**src/rtl/brush_pkg.sv**
```systemverilog
`default_nettype none
// ---------------------------------------------------------------------------
// Module  : brush_pkg
// Purpose : Shared constants, state encoding and row-base helper for the
//           brush writer (square stamp / full-frame clear into an index RAM).
// Revision: 1.0 - initial release
// ---------------------------------------------------------------------------
package brush_pkg;

  localparam int DEF_H_RES    = 640;  // visible pixels per line
  localparam int DEF_V_RES    = 480;  // visible lines per frame
  localparam int DEF_MAX_SIDE = 16;   // largest brush side in pixels

  localparam int ADDR_W  = 19;          // index-RAM address width
  localparam int BASE_W  = ADDR_W + 1;  // row base carries one spare bit for clipped rows
  localparam int X_W     = 10;
  localparam int Y_W     = 9;
  localparam int SIZE_W  = 4;
  localparam int COLOR_W = 8;

  typedef enum logic [1:0] {
    ST_IDLE  = 2'd0,
    ST_STAMP = 2'd1,
    ST_CLEAR = 2'd2,
    ST_DONE  = 2'd3
  } state_t;

  // y * line built from shifted copies of the line length; only used once
  // per command to seed the row base, later rows are reached by adding.
  function automatic logic [BASE_W-1:0] row_base(input logic [Y_W-1:0]    y,
                                                 input logic [BASE_W-1:0] line);
    logic [BASE_W-1:0] acc;
    acc = '0;
    for (int i = 0; i < Y_W; i++) begin
      if (y[i]) acc = acc + (line << i);
    end
    return acc;
  endfunction

endpackage
`default_nettype wire

```
**src/rtl/brush_addr_gen.sv**
```systemverilog
`default_nettype none
// ---------------------------------------------------------------------------
// Module  : brush_addr_gen
// Purpose : Raster walker over a rectangle: column/row counters, row-base
//           accumulator, clip flag and last-pixel flag. Exposes the address
//           and clip of the pixel being entered so the caller can register
//           the write on the same edge the counters move.
// Revision: 1.0 - initial release
// ---------------------------------------------------------------------------
module brush_addr_gen
  import brush_pkg::*;
#(
  parameter int H_RES = DEF_H_RES,
  parameter int V_RES = DEF_V_RES,
  parameter int COL_W = 11,
  parameter int ROW_W = 10
) (
  input  logic              clk_i,
  input  logic              rst_ni,
  input  logic              load_i,     // start a new rectangle at (x0, y0)
  input  logic              step_i,     // advance to the next raster pixel
  input  logic [X_W-1:0]    x0_i,
  input  logic [Y_W-1:0]    y0_i,
  input  logic [COL_W-1:0]  xend_i,
  input  logic [ROW_W-1:0]  yend_i,
  output logic [ADDR_W-1:0] nxt_addr_o, // address of the pixel being entered
  output logic              nxt_clip_o, // that pixel lies outside the frame
  output logic              last_o      // current pixel is the rectangle's last
);

  localparam logic [COL_W-1:0]  H_LIM = COL_W'(H_RES);
  localparam logic [ROW_W-1:0]  V_LIM = ROW_W'(V_RES);
  localparam logic [BASE_W-1:0] LINE  = BASE_W'(H_RES);

  logic [COL_W-1:0]  col_q, col_d, x0_q, xend_q;
  logic [ROW_W-1:0]  row_q, row_d, yend_q;
  logic [BASE_W-1:0] base_q, base_d;

  // Next position: reload, or step along the row and wrap back to x0 on the next row.
  always_comb begin
    col_d  = col_q;
    row_d  = row_q;
    base_d = base_q;
    if (load_i) begin
      col_d  = COL_W'(x0_i);
      row_d  = ROW_W'(y0_i);
      base_d = row_base(y0_i, LINE);
    end else if (step_i) begin
      if (col_q == xend_q) begin
        col_d  = x0_q;
        row_d  = row_q + 1'b1;
        base_d = base_q + LINE;
      end else begin
        col_d  = col_q + 1'b1;
      end
    end
  end

  // Counter and rectangle-bound registers.
  always_ff @(posedge clk_i) begin
    if (!rst_ni) begin
      col_q  <= '0;
      row_q  <= '0;
      base_q <= '0;
      x0_q   <= '0;
      xend_q <= '0;
      yend_q <= '0;
    end else begin
      col_q  <= col_d;
      row_q  <= row_d;
      base_q <= base_d;
      if (load_i) begin
        x0_q   <= COL_W'(x0_i);
        xend_q <= xend_i;
        yend_q <= yend_i;
      end
    end
  end

  assign nxt_addr_o = ADDR_W'(base_d + BASE_W'(col_d));
  assign nxt_clip_o = (col_d >= H_LIM) || (row_d >= V_LIM);
  assign last_o     = (col_q == xend_q) && (row_q == yend_q);

endmodule
`default_nettype wire

```
**src/rtl/brush_writer.sv**
```systemverilog
`default_nettype none
// ---------------------------------------------------------------------------
// Module  : brush_writer
// Purpose : Accepts stamp/clear commands and streams one index-RAM write per
//           cycle in raster order, clipping pixels that fall off the frame.
// Revision: 1.0 - initial release
// ---------------------------------------------------------------------------
module brush_writer
  import brush_pkg::*;
#(
  parameter int H_RES    = DEF_H_RES,
  parameter int V_RES    = DEF_V_RES,
  parameter int MAX_SIDE = DEF_MAX_SIDE
) (
  input  logic               iCLK,
  input  logic               iRST_n,
  input  logic               cmd_valid,
  output logic               cmd_ready,
  input  logic               cmd_clear,
  input  logic [X_W-1:0]     cmd_x,
  input  logic [Y_W-1:0]     cmd_y,
  input  logic [SIZE_W-1:0]  cmd_size,
  input  logic [COLOR_W-1:0] cmd_color,
  output logic [31:0]        addr_index_out,
  output logic [31:0]        data_index_out,
  output logic               ctrl_index_write_enable,
  output logic               busy,
  output logic               done
);

  // Counters must reach the far corner of a square anchored at the largest x/y.
  localparam int COL_W = $clog2((1 << X_W) + MAX_SIDE);
  localparam int ROW_W = $clog2((1 << Y_W) + MAX_SIDE);

  state_t             state_q;
  logic [COLOR_W-1:0] color_q;
  logic               we_q;
  logic [ADDR_W-1:0]  addr_q;
  logic [COLOR_W-1:0] data_q;

  logic               accept, step, pixel;
  logic [X_W-1:0]     x0;
  logic [Y_W-1:0]     y0;
  logic [COL_W-1:0]   xend;
  logic [ROW_W-1:0]   yend;
  logic [ADDR_W-1:0]  nxt_addr;
  logic               nxt_clip, last;
  logic [COLOR_W-1:0] pixel_color;

  assign accept = cmd_valid && (state_q == ST_IDLE);
  assign step   = ((state_q == ST_STAMP) || (state_q == ST_CLEAR)) && !last;
  assign pixel  = accept || step;

  // A clear is just a frame-sized rectangle; command coordinates are ignored.
  assign x0   = cmd_clear ? '0 : cmd_x;
  assign y0   = cmd_clear ? '0 : cmd_y;
  assign xend = cmd_clear ? COL_W'(H_RES - 1) : COL_W'(cmd_x) + COL_W'(cmd_size);
  assign yend = cmd_clear ? ROW_W'(V_RES - 1) : ROW_W'(cmd_y) + ROW_W'(cmd_size);

  // The first pixel is written on the accept edge, before color_q is loaded.
  assign pixel_color = accept ? cmd_color : color_q;

  brush_addr_gen #(
    .H_RES (H_RES),
    .V_RES (V_RES),
    .COL_W (COL_W),
    .ROW_W (ROW_W)
  ) u_addr_gen (
    .clk_i      (iCLK),
    .rst_ni     (iRST_n),
    .load_i     (accept),
    .step_i     (step),
    .x0_i       (x0),
    .y0_i       (y0),
    .xend_i     (xend),
    .yend_i     (yend),
    .nxt_addr_o (nxt_addr),
    .nxt_clip_o (nxt_clip),
    .last_o     (last)
  );

  // Command FSM with registered write port; addr/data hold while no write.
  always_ff @(posedge iCLK) begin
    if (!iRST_n) begin
      state_q <= ST_IDLE;
      color_q <= '0;
      we_q    <= 1'b0;
      addr_q  <= '0;
      data_q  <= '0;
    end else begin
      we_q <= 1'b0;
      if (pixel && !nxt_clip) begin
        we_q   <= 1'b1;
        addr_q <= nxt_addr;
        data_q <= pixel_color;
      end
      case (state_q)
        ST_IDLE: begin
          if (cmd_valid) begin
            color_q <= cmd_color;
            state_q <= cmd_clear ? ST_CLEAR : ST_STAMP;
          end
        end
        ST_STAMP, ST_CLEAR: begin
          if (last) state_q <= ST_DONE;
        end
        ST_DONE:  state_q <= ST_IDLE;
        default:  state_q <= ST_IDLE;
      endcase
    end
  end

  assign cmd_ready               = (state_q == ST_IDLE);
  assign busy                    = (state_q != ST_IDLE);
  assign done                    = (state_q == ST_DONE);
  assign ctrl_index_write_enable = we_q;
  assign addr_index_out          = {{(32 - ADDR_W){1'b0}}, addr_q};
  assign data_index_out          = {{(32 - COLOR_W){1'b0}}, data_q};

endmodule
`default_nettype wire

```
**config.mk**
```make
export PLATFORM = sky130hd
export DESIGN_NAME = brush_writer
export DESIGN_NICKNAME = d
export VERILOG_FILES = /design/src/rtl/brush_pkg.sv /design/src/rtl/brush_addr_gen.sv /design/src/rtl/brush_writer.sv
export SDC_FILE = /design/constraint.sdc
export NUM_CORES = 1
export LEC_CHECK = 0
export CAP_MARGIN = 40
export CELL_PAD_IN_SITES_DETAIL_PLACEMENT = 1
export CELL_PAD_IN_SITES_GLOBAL_PLACEMENT = 1
export CORE_MARGIN = 2
export CORE_UTILIZATION = 30
export DETAILED_ROUTE_END_ITERATION = 7
export HOLD_SLACK_MARGIN = 0.05
export PLACE_DENSITY_LB_ADDON = 0.3
export SYNTH_ARGS = -nofsm -noshare
export SYNTH_HDL_FRONTEND = slang
export SYNTH_SLANG_ARGS = --single-unit
```
**constraint.sdc**
```tcl
create_clock -name iCLK -period 8.3 [get_ports iCLK]
set_input_delay 1.66 -clock iCLK [delete_from_list [all_inputs] [get_ports iCLK]]
set_output_delay 1.66 -clock iCLK [all_outputs]
set_load 0.1 [all_outputs]
```
==> metrics.yaml, run 1 <==
outcome:
  status: "complete, no violations"
timing:
  clock_skew_ns: 0.00788
  final-setup-viol-count: 0
  hold_viol: 0
  post-route-min-period_ns: 7.50
  tns_ns: 0
  worstMarginPinSlew_ns: 0.700
  max_freq_mhz: 133
  slew_headroom_pct: 52.1
  drv_slew: 0
  rsz0062_at_grt: "false"
  post-route-period-util_pct: 90.3
global_routing:
  grt_antenna_before_repair: 0
  grt.total_usage_pct: 17.3
  grt_start_max_net_pins: 46
  grt_pass1_vias: 6506
  grt_pass1_wl_um: 35200
  grt.overflow.total: 0
detailed_routing:
  drtIter0Drc: 283
  via_per_inst: 5.01
  wl_um: 21500
  first_pass_iters: 5
  antenna_left: 0
  wl_per_cell_um: 17.0
  dr_total_vias: 6353
  remaining_drc_errors: 0
power:
  p_leak_nw: 3.48
  power_w: 0.00291
  p_per_area_nw_per_um2: 326
  ir_worst_vdd_mv: 0.148
synthesis:
  synth_top_area_share_pct: 29.8
  synth_seq_cells: 109
  synth_edf_count: 0
  synth-seq-area-share_pct: 29.8
  synth_flop_cell: "dfxtp_1"
  yosysWarnings: 0
  synth_top_area_cell: "dfxtp_1"
  synth_cell_type_count: 91
  syn_area_um2: 7320
  syn_avg_cell_area_um2: 8.40
  synthArstFlopShare_pct: 0
  synthTopCellsByArea: "dfxtp_1 (30%), xnor2_1 (5.4%), ha_1 (5.1%), a21oi_1 (4.7%), buf_4 (4.0%)"
  synthCells: 871
critical_path:
  end_kind: "flip-flop"
  cp_num_buf_inv: 3
  worstRegToRegCells: 17
  cp.arrival_ns: 7.79
  cpPeakStageDelay_ns: 0.70
  cp_top_family: "adder cells"
  critPathKind: "input pin to flip-flop"
  cp_max_fo: 11
  start_kind: "input pin"
  critPathRequiredTime_ns: 8.59
  slowest_stage: "clkdlybuf4s50_1"
  crit_top_cell: "ha_1"
  worstSetupPathDepth: 29
place:
  portBuffers: 65
  gp_congestion: 0.791
  dp_hpwl_um: 16200
die:
  io_pins: 103
  core_um2: 24100
  die_h_um: 160
  start_util_pct: 30.4
  die-area_um2: 25700
  row_count: 57
  die_w_um: 160
clock_tree:
  path_clk_slew_ns: 0.08
  worstSkewPairLatency_ns: 0.37
  clkSinkCount: 109
  cts_tree: "built"
  cts_resized: 0
  cts-root-buf: "clkbuf_16"
  ctsHoldBuffers: 0
  postCtsSetupRepairBufs: 0
  numCtsBuffers: 9
  htreeDepth: 3
  cts_buffer_depth: 2
finish:
  nNetsFinal: 1006
  drive_gt1_share_pct: 11.9
  mostFrequentLayoutCells: "dfxtp_1 (109), nand2_1 (77), nor2_1 (76), a21oi_1 (68), clkdlybuf4s50_1 (65)"
  antenna_cells: 0
  layout_commonest_cell: "dfxtp_1"
  syn_to_final_growth_pct: 21.8
  fillers: 2850
hold_path:
  hp-class: "flip-flop to flip-flop"
  hold_depth: 2
job:
  maxCapViolations: 0
-- worst paths after layout --
path                            slack (ns)                 end                 from
worst min register to register        0.46  u_addr_gen.x0_q[3]   u_addr_gen.x0_q[3]
worst max-delay path                  0.80          addr_q[17]             cmd_y[1]
worst min-delay path                  0.46  u_addr_gen.x0_q[3]   u_addr_gen.x0_q[3]
worst max register to register        2.88          addr_q[17]  u_addr_gen.col_q[0]
-- layer usage --
metal	vias to the layer above	GRT usage [%]	part of all wire (%)
met5	-	0	0
met3	18	2.94	2.1
met1	3124	21.1	45
met4	0	4.26	1.5
met2	77	31.4	51
li1	3134	-	-
-- kinds of logic after synthesis --
group / synth area share [%]
multiplexers: 3.21
flip-flops: 29.8
buffers and inverters: 8.11
XOR/XNOR: 9.54
other: 0.0513
AND/OR/NAND/NOR: 23.7
adder cells (fa/ha/maj): 5.95
AO/OA/AOI/OAI: 19.6
-- area by class of cell --
cell class	count	area [µm²]	share of cell area, %
Tap cell	324	405	4.55
Timing Repair Buffer	104	1280	14.3
Sequential cell	109	2180	24.5
Clock inverter	5	60.1	0.674
Multi-Input combinational cell	696	4680	52.5
Clock buffer	11	233	2.61
Inverter	18	72.6	0.814
-- registers in the layout (all words and copies together) (netlist names) --
name	cells
addr_q	19
u_addr_gen.base_q	19
u_addr_gen.col_q	11
u_addr_gen.xend_q	11
u_addr_gen.row_q	10
u_addr_gen.x0_q	10
u_addr_gen.yend_q	10
color_q	8
data_q	8
state_q	2
ctrl_index_write_enable	1
-- stage by stage --
stage / setup WS (ns) / utilization (%) / cell area [µm²] / std cells / hold WS, ns
detailed placement: 0.362 / 35.8 / 8620 / 1251 / 0.449
global placement: 0.673 / 33.4 / 8050 / 1220 / 0.446
global route: 0.266 / 37.0 / 8910 / 1267 / 0.479
CTS: 0.752 / 37.0 / 8910 / 1267 / 0.461
floorplan: 1.77 / - / 7450 / 907 / 0.433
finish: 0.802 / 37.0 / 8910 / 1267 / 0.459
-- where the power goes --
part	switching [W]	total (W)	internal [W]
sequential	0.0000947	0.000735	0.000640
combinational	0.00112	0.00172	0.000608
clock	0.000212	0.000447	0.000236
total	0.00142	0.00291	0.00148
-- worst register-to-register path, stage by stage (launching register included) --
cell	delay [ns]
dfxtp_1	0.48
xnor2_1	0.18
and4_1	0.46
nand3_2	0.42
o21ai_0	0.31
buf_4	0.25
a21oi_1	0.09
o21ai_0	0.47
ha_1	0.34
a21o_1	0.18
a21o_1	0.21
a2111oi_0	0.68
o31ai_1	0.23
nor4_1	0.30
nor3b_1	0.18
nor3b_1	0.19
xor2_1	0.17
a211oi_2	0.22
-- synth_stat cells (4+ instances only) --
cell type and number:
nor3_1 13, o31ai_1 5, a311oi_1 6, nand2_1 78, nor2_1 77, and3_1 18, o21ai_2 4, xnor2_1 45
clkbuf_1 29, a311oi_2 8, and2_1 29, dfxtp_1 109, a211oi_2 4, xor2_1 31, buf_4 39, nor4_1 4
nand4_1 17, o21ai_0 37, ha_1 30, nor2b_1 26, a31oi_1 8, a21oi_1 68, inv_1 16, nand3_1 19
a21o_1 9, nand2b_1 6, a22oi_1 5, a211oi_1 5, mux2i_1 21, buf_2 8
Power figures use the tool's default switching activity.
==> inputs of run 2 (changes only) <==
--- a/config.mk
+++ b/config.mk
@@ -10,9 +10,11 @@
 export CELL_PAD_IN_SITES_GLOBAL_PLACEMENT = 1
 export CORE_MARGIN = 2
 export CORE_UTILIZATION = 30
+export CTS_BUF_LIST = sky130_fd_sc_hd__clkbuf_4
 export DETAILED_ROUTE_END_ITERATION = 7
 export HOLD_SLACK_MARGIN = 0.05
 export PLACE_DENSITY_LB_ADDON = 0.3
 export SYNTH_ARGS = -nofsm -noshare
 export SYNTH_HDL_FRONTEND = slang
+export SYNTH_HIERARCHICAL = 1
 export SYNTH_SLANG_ARGS = --single-unit
==> metrics.yaml, run 2 <==
finish:
  syn_to_final_growth_pct: 20.2
  multi_input_area_um2: 4870
  nNetsFinal: 1042
  mostFrequentLayoutCells: "dfxtp_1 (109), nand2_1 (105), nor2_1 (65), clkdlybuf4s50_1 (63), mux2i_1 (44)"
  reg.largest.list: "addr_q (19), u_addr_gen/base_q (19)"
  drive_gt1_share_pct: 13.2
  layout_commonest_cell: "dfxtp_1"
  regArea_um2: 2180
  post-route-util_pct: 37.0
  fillers: 2874
power:
  p_leak_nw: 3.74
  p_clk_share_pct: 9.2
  pwr-share-seq_pct: 25.6
  p_sw_share_pct: 51.4
  ir_worst_vdd_mv: 0.176
  p_per_area_nw_per_um2: 313
  p_int_w: 0.00137
  switchingPower_w: 0.00146
  p_comb_share_pct: 65.1
critical_path:
  crit_top_cell: "ha_1"
  end_kind: "flip-flop"
  cp_max_fo: 4
  cp.arrival_ns: 8.24
  start_kind: "input pin"
  cpPeakStageDelay_ns: 0.42
  cp_top_family: "simple AND/OR/NAND/NOR gates"
  worstRegToRegCells: 20
  critPathKind: "input pin to flip-flop"
  critPathRequiredTime_ns: 8.75
  reg2reg_slack_ns: 2.60
  timing.rr.start: "u_addr_gen/col_q[3]"
  worstReg2RegEnd: "addr_q[18]"
  startpoint: "cmd_y[0]"
  cp_num_buf_inv: 4
  worstSetupPathDepth: 33
  slowest_stage: "clkdlybuf4s50_1"
clock_tree:
  htreeDepth: 3
  postCtsSetupRepairBufs: 0
  clkSinkCount: 109
  path_clk_slew_ns: 0.19
  numCtsBuffers: 9
  worstSkewPairLatency_ns: 0.50
  cts_tree: "built"
  cts-root-buf: "clkbuf_4"
  cts_buffer_depth: 2
outcome:
  status: "complete, no violations"
die:
  die_h_um: 162
  start_util_pct: 30.8
  die_w_um: 162
  die-area_um2: 26400
  core_um2: 24500
  row_count: 57
  io_pins: 103
detailed_routing:
  wl_met3_um: 410
  antenna_left: 0
  dr_wl_met2_um: 10500
  wl_um: 20900
  top_layer_used: "met4"
  via_per_inst: 4.90
  remaining_drc_errors: 0
  wl_per_cell_um: 16.0
  dr_total_vias: 6379
  drtIter0Drc: 236
  m1WireLength_um: 9580
  first_pass_iters: 4
timing:
  max_freq_mhz: 128
  tns_ns: 0
  final-setup-viol-count: 0
  post-route-min-period_ns: 7.79
  clock_skew_ns: 0.0281
  worstMarginPinSlew_ns: 0.825
  hold_viol: 0
  setup_slack_ns: 0.514
  drv_slew: 0
  rsz0062_at_grt: "false"
  slew_headroom_pct: 44.5
  post-route-period-util_pct: 93.8
  fin_hold_ws_ns: 0.476
place:
  gp_congestion: 0.772
  post-place-ws_ns: -0.124
  dp_hpwl_um: 16100
  portBuffers: 65
global_routing:
  grt.total_usage_pct: 16.2
  grt_start_max_net_pins: 70
  grt.overflow.total: 0
  grt_pass1_wl_um: 34100
  grt_pass1_vias: 6447
  grt_antenna_before_repair: 1
synthesis:
  synth_flop_cell: "dfxtp_1"
  syn_avg_cell_area_um2: 8.44
  synth_seq_cells: 109
  synthArstFlopShare_pct: 0
  yosysWarnings: 6
  synth_cell_type_count: 87
  synth-seq-area-share_pct: 29.0
  synth.most_common_cell: "dfxtp_1"
  synthTopCellsByArea: "dfxtp_1 (29%), mux2i_1 (5.9%), nand2_1 (5.2%), ha_1 (5.2%), xnor2_1 (5.0%)"
  syn_area_um2: 7530
  synth_top_area_cell: "dfxtp_1"
  synthTopCellsByCount: "dfxtp_1 (109), nand2_1 (105), nor2_1 (65), mux2i_1 (44), xnor2_1 (43)"
  synth_top_area_share_pct: 29.0
  synthCells: 892
  synth_edf_count: 0
hold_path:
  hold_depth: 2
  hp-class: "flip-flop to flip-flop"
  hold_path_startpoint: "addr_q[8]"
  hold_end: "addr_q[8]"
job:
  maxCapViolations: 0
[run 2: changes by cell type in the layout (fill, tap and decap cells not counted), sizes merged, moves of 9 or more]
cell	before	now
mux2i	22	44
a21boi	1	22
buf	39	49
a21oi	69	41
nor2	79	65
xor2	33	16
nor2b	26	40
inv	19	28
o211a	0	13
a311oi	14	3
nand2	79	109
[run 2: how the worst max path moves through the flow]
stage	endpoint	slack, ns
2_1_floorplan	addr_q[18]	0.37
3_3_place_gp	addr_q[18]	0.08
3_5_place_dp	addr_q[18]	-0.12
4_1_cts	addr_q[18]	0.44
5_1_grt	addr_q[18]	0.02
6_report	addr_q[18]	0.51
[run 2: power by group through the flow]
stage	Clock, W	Combinational, W	Sequential, W
2_1_floorplan	0	0.000986	0.00105
3_3_place_gp	0	0.00160	0.000737
3_5_place_dp	0	0.00186	0.000739
4_1_cts	0.000275	0.00186	0.000727
5_1_grt	0.000298	0.00199	0.000742
6_report	0.000262	0.00184	0.000725
[run 2: kinds of logic (layout without fill, tap and decap cells)]
| logic type | count (synthesis) | after routing | synth area share (%) |
|---|---|---|---|
| AOI/OAI and AO/OA | 174 | 174 | 17.4 |
| adders and majority gates | 34 | 34 | 5.95 |
| muxes | 47 | 47 | 6.30 |
| buffers and inverters | 106 | 156 | 8.31 |
| DFF | 109 | 109 | 29.0 |
| xor gates and xnor gates | 64 | 64 | 7.95 |
| other | 1 | 38 | 0.0498 |
| and+or+nand+nor | 357 | 357 | 25.1 |
[run 2: worst register-to-register path: cells and delay by family (launching register included)]
kind	cells	cell delay (ns)
buffers and inverters	1	0.57
and+or+nand+nor	9	1.95
DFF	1	0.56
xor gates and xnor gates	2	0.31
AOI/OAI and AO/OA	7	2.01
adders and majority gates	1	0.27
[run 2: area by class of cell]
type,count,area share [%]
flip-flops and latches,109,24.1
well taps,324,4.48
clock buffers,10,0.830
diodes,1,0.0277
multi-input cells,713,53.9
clock inverters,6,0.498
repair buffers,113,15.0
inverters,27,1.12
[run 2: metal layers]
metal	vias to the layer above	global-route usage, %
li1	3184	-
met1	3092	20.4
met2	82	29.1
met3	21	2.11
met4	0	4.47
met5	-	0
[run 2: repair_timing]
| item | CTS | global route |
|---|---|---|
| hold buffers | 0 | 0 |
| setup endpoints to repair | 0 | 1 |
| resized for setup | 0 | 5 |
[run 2: through the flow]
step	cells	total power [W]	instance area, µm²
final	1303	0.00283	9050
after floorplan	928	0.00203	7660
after global routing	1303	0.00303	9050
after global placement	1254	0.00233	8310
after detailed placement	1286	0.00260	8900
after CTS	1302	0.00287	9020
==> inputs of run 3 (changes only) <==
--- a/config.mk
+++ b/config.mk
@@ -5,7 +5,8 @@
 export SDC_FILE = /design/constraint.sdc
 export NUM_CORES = 1
 export LEC_CHECK = 0
-export CAP_MARGIN = 40
+export ABC_CLOCK_PERIOD_IN_PS = 8300
+export CAP_MARGIN = 20
 export CELL_PAD_IN_SITES_DETAIL_PLACEMENT = 1
 export CELL_PAD_IN_SITES_GLOBAL_PLACEMENT = 1
 export CORE_MARGIN = 2
==> metrics.yaml, run 3 (synthesis results as in run 2) <==
timing:
  hold_viol: 0
  rsz0062_at_grt: "false"
  post-route-min-period_ns: 7.80
  setup_slack_ns: 0.498
  clock_skew_ns: 0.0239
  max_freq_mhz: 128
  worstMarginPinSlew_ns: 1.10
  drv_slew: 0
  post-route-period-util_pct: 94.0
  final-setup-viol-count: 0
  slew_headroom_pct: 26.3
power:
  power_w: 0.00258
  p_clk_share_pct: 9.8
  ir_worst_vdd_mv: 0.143
  p_sw_share_pct: 54.3
  p_comb_share_pct: 62.1
  switchingPower_w: 0.00140
  pwr-share-seq_pct: 28.1
  p_per_area_nw_per_um2: 305
  p_leak_nw: 3.47
  p_int_w: 0.00118
critical_path:
  critPathRequiredTime_ns: 8.74
  critPathKind: "input pin to flip-flop"
  startpoint: "cmd_y[0]"
  start_kind: "input pin"
  timing.rr.start: "u_addr_gen/col_q[3]"
  slowest_stage: "clkdlybuf4s50_1"
  cp.arrival_ns: 8.24
  end_kind: "flip-flop"
  worstRegToRegCells: 20
  reg2reg_slack_ns: 2.51
  crit_top_cell: "ha_1"
  cpPeakStageDelay_ns: 0.48
  cp_max_fo: 4
global_routing:
  grt.total_usage_pct: 15.9
  grt_pass1_wl_um: 33300
  grt_antenna_before_repair: 1
  grt_start_max_net_pins: 70
  grt_pass1_vias: 6318
  grt.overflow.total: 0
outcome:
  status: "complete, no violations"
finish:
  reg.largest.list: "addr_q (19), u_addr_gen/base_q (19)"
  syn_to_final_growth_pct: 12.2
  mostFrequentLayoutCells: "dfxtp_1 (109), nand2_1 (105), nor2_1 (65), clkdlybuf4s50_1 (63), mux2i_1 (44)"
  nNetsFinal: 1010
  drive_gt1_share_pct: 10.1
  layout_commonest_cell: "dfxtp_1"
hold_path:
  hp-class: "flip-flop to flip-flop"
  hold_path_startpoint: "addr_q[13]"
  hold_depth: 2
clock_tree:
  cts_resized: 0
  postCtsSetupRepairBufs: 0
  worstSkewPairLatency_ns: 0.50
  cts_buffer_depth: 2
  cts-root-buf: "clkbuf_4"
  cts_tree: "built"
  htreeDepth: 3
  path_clk_slew_ns: 0.17
  numCtsBuffers: 9
  clkSinkCount: 109
  ctsHoldBuffers: 0
die:
  die_w_um: 162
  row_count: 57
  core_um2: 24500
  start_util_pct: 30.8
  die_h_um: 162
  die-area_um2: 26400
  io_pins: 103
job:
  maxCapViolations: 0
detailed_routing:
  via_per_inst: 4.94
  remaining_drc_errors: 0
  first_pass_iters: 4
  drtIter0Drc: 230
  dr_total_vias: 6268
  antenna_left: 0
  wl_um: 20400
  wl_per_cell_um: 16.0
place:
  dp_hpwl_um: 15500
  gp_congestion: 0.772
  post-place-ws_ns: -0.140
  portBuffers: 65
## run 3: through the flow
stage | area, µm² | std cells | setup TNS [ns] | hold WS [ns] | utilization [%]
after floorplan | 7660 | 928 | 0 | 0.442 | -
after global placement | 8310 | 1254 | 0 | 0.454 | 34.0
after detailed placement | 8310 | 1254 | -0.140 | 0.460 | 34.0
after CTS | 8420 | 1269 | 0 | 0.484 | 34.4
after global routing | 8440 | 1270 | 0 | 0.499 | 34.5
final | 8440 | 1270 | 0 | 0.478 | 34.5
## run 3: power groups by stage
stage | registers [W] | clock network (W) | logic [W]
floorplan | 0.00105 | 0 | 0.000986
global placement | 0.000737 | 0 | 0.00160
detailed placement | 0.000738 | 0 | 0.00161
CTS | 0.000727 | 0.000270 | 0.00162
global route | 0.000742 | 0.000289 | 0.00174
finish | 0.000725 | 0.000253 | 0.00160
## run 3: cell type report
class                      instances  area, µm²
clock inverter                     5       37.5
multi-input combinational        713       4870
antenna                            1       2.50
sequential                       109       2180
tap                              324        405
clock buffer                      10       75.1
inverter                          27        101
fill                            2930      16000
timing repair buffer              81        768
## run 3: worst max-delay path: cells and delay by family
kind	cells	cell delay, ns
AO/OA/AOI/OAI	3	0.46
adder cells (fa/ha/maj)	7	1.68
multiplexers	2	0.44
XOR/XNOR	3	0.53
AND/OR/NAND/NOR	14	2.78
buffers and inverters	4	0.69
## run 3: routing by layer
| layer | vias to the layer above | share of wire [%] | track usage [%] |
|---|---|---|---|
| li1 | 3120 | - | - |
| met1 | 3063 | 46 | 20.0 |
| met2 | 61 | 50 | 28.2 |
| met3 | 24 | 1.9 | 2.27 |
| met4 | 0 | 2.1 | 5.07 |
| met5 | - | 0 | 0 |
## run 3: worst paths after layout
| kind | end |
|---|---|
| max | addr_q[18] |
| min | addr_q[13] |
| max reg2reg | addr_q[14] |
| min reg2reg | addr_q[13] |
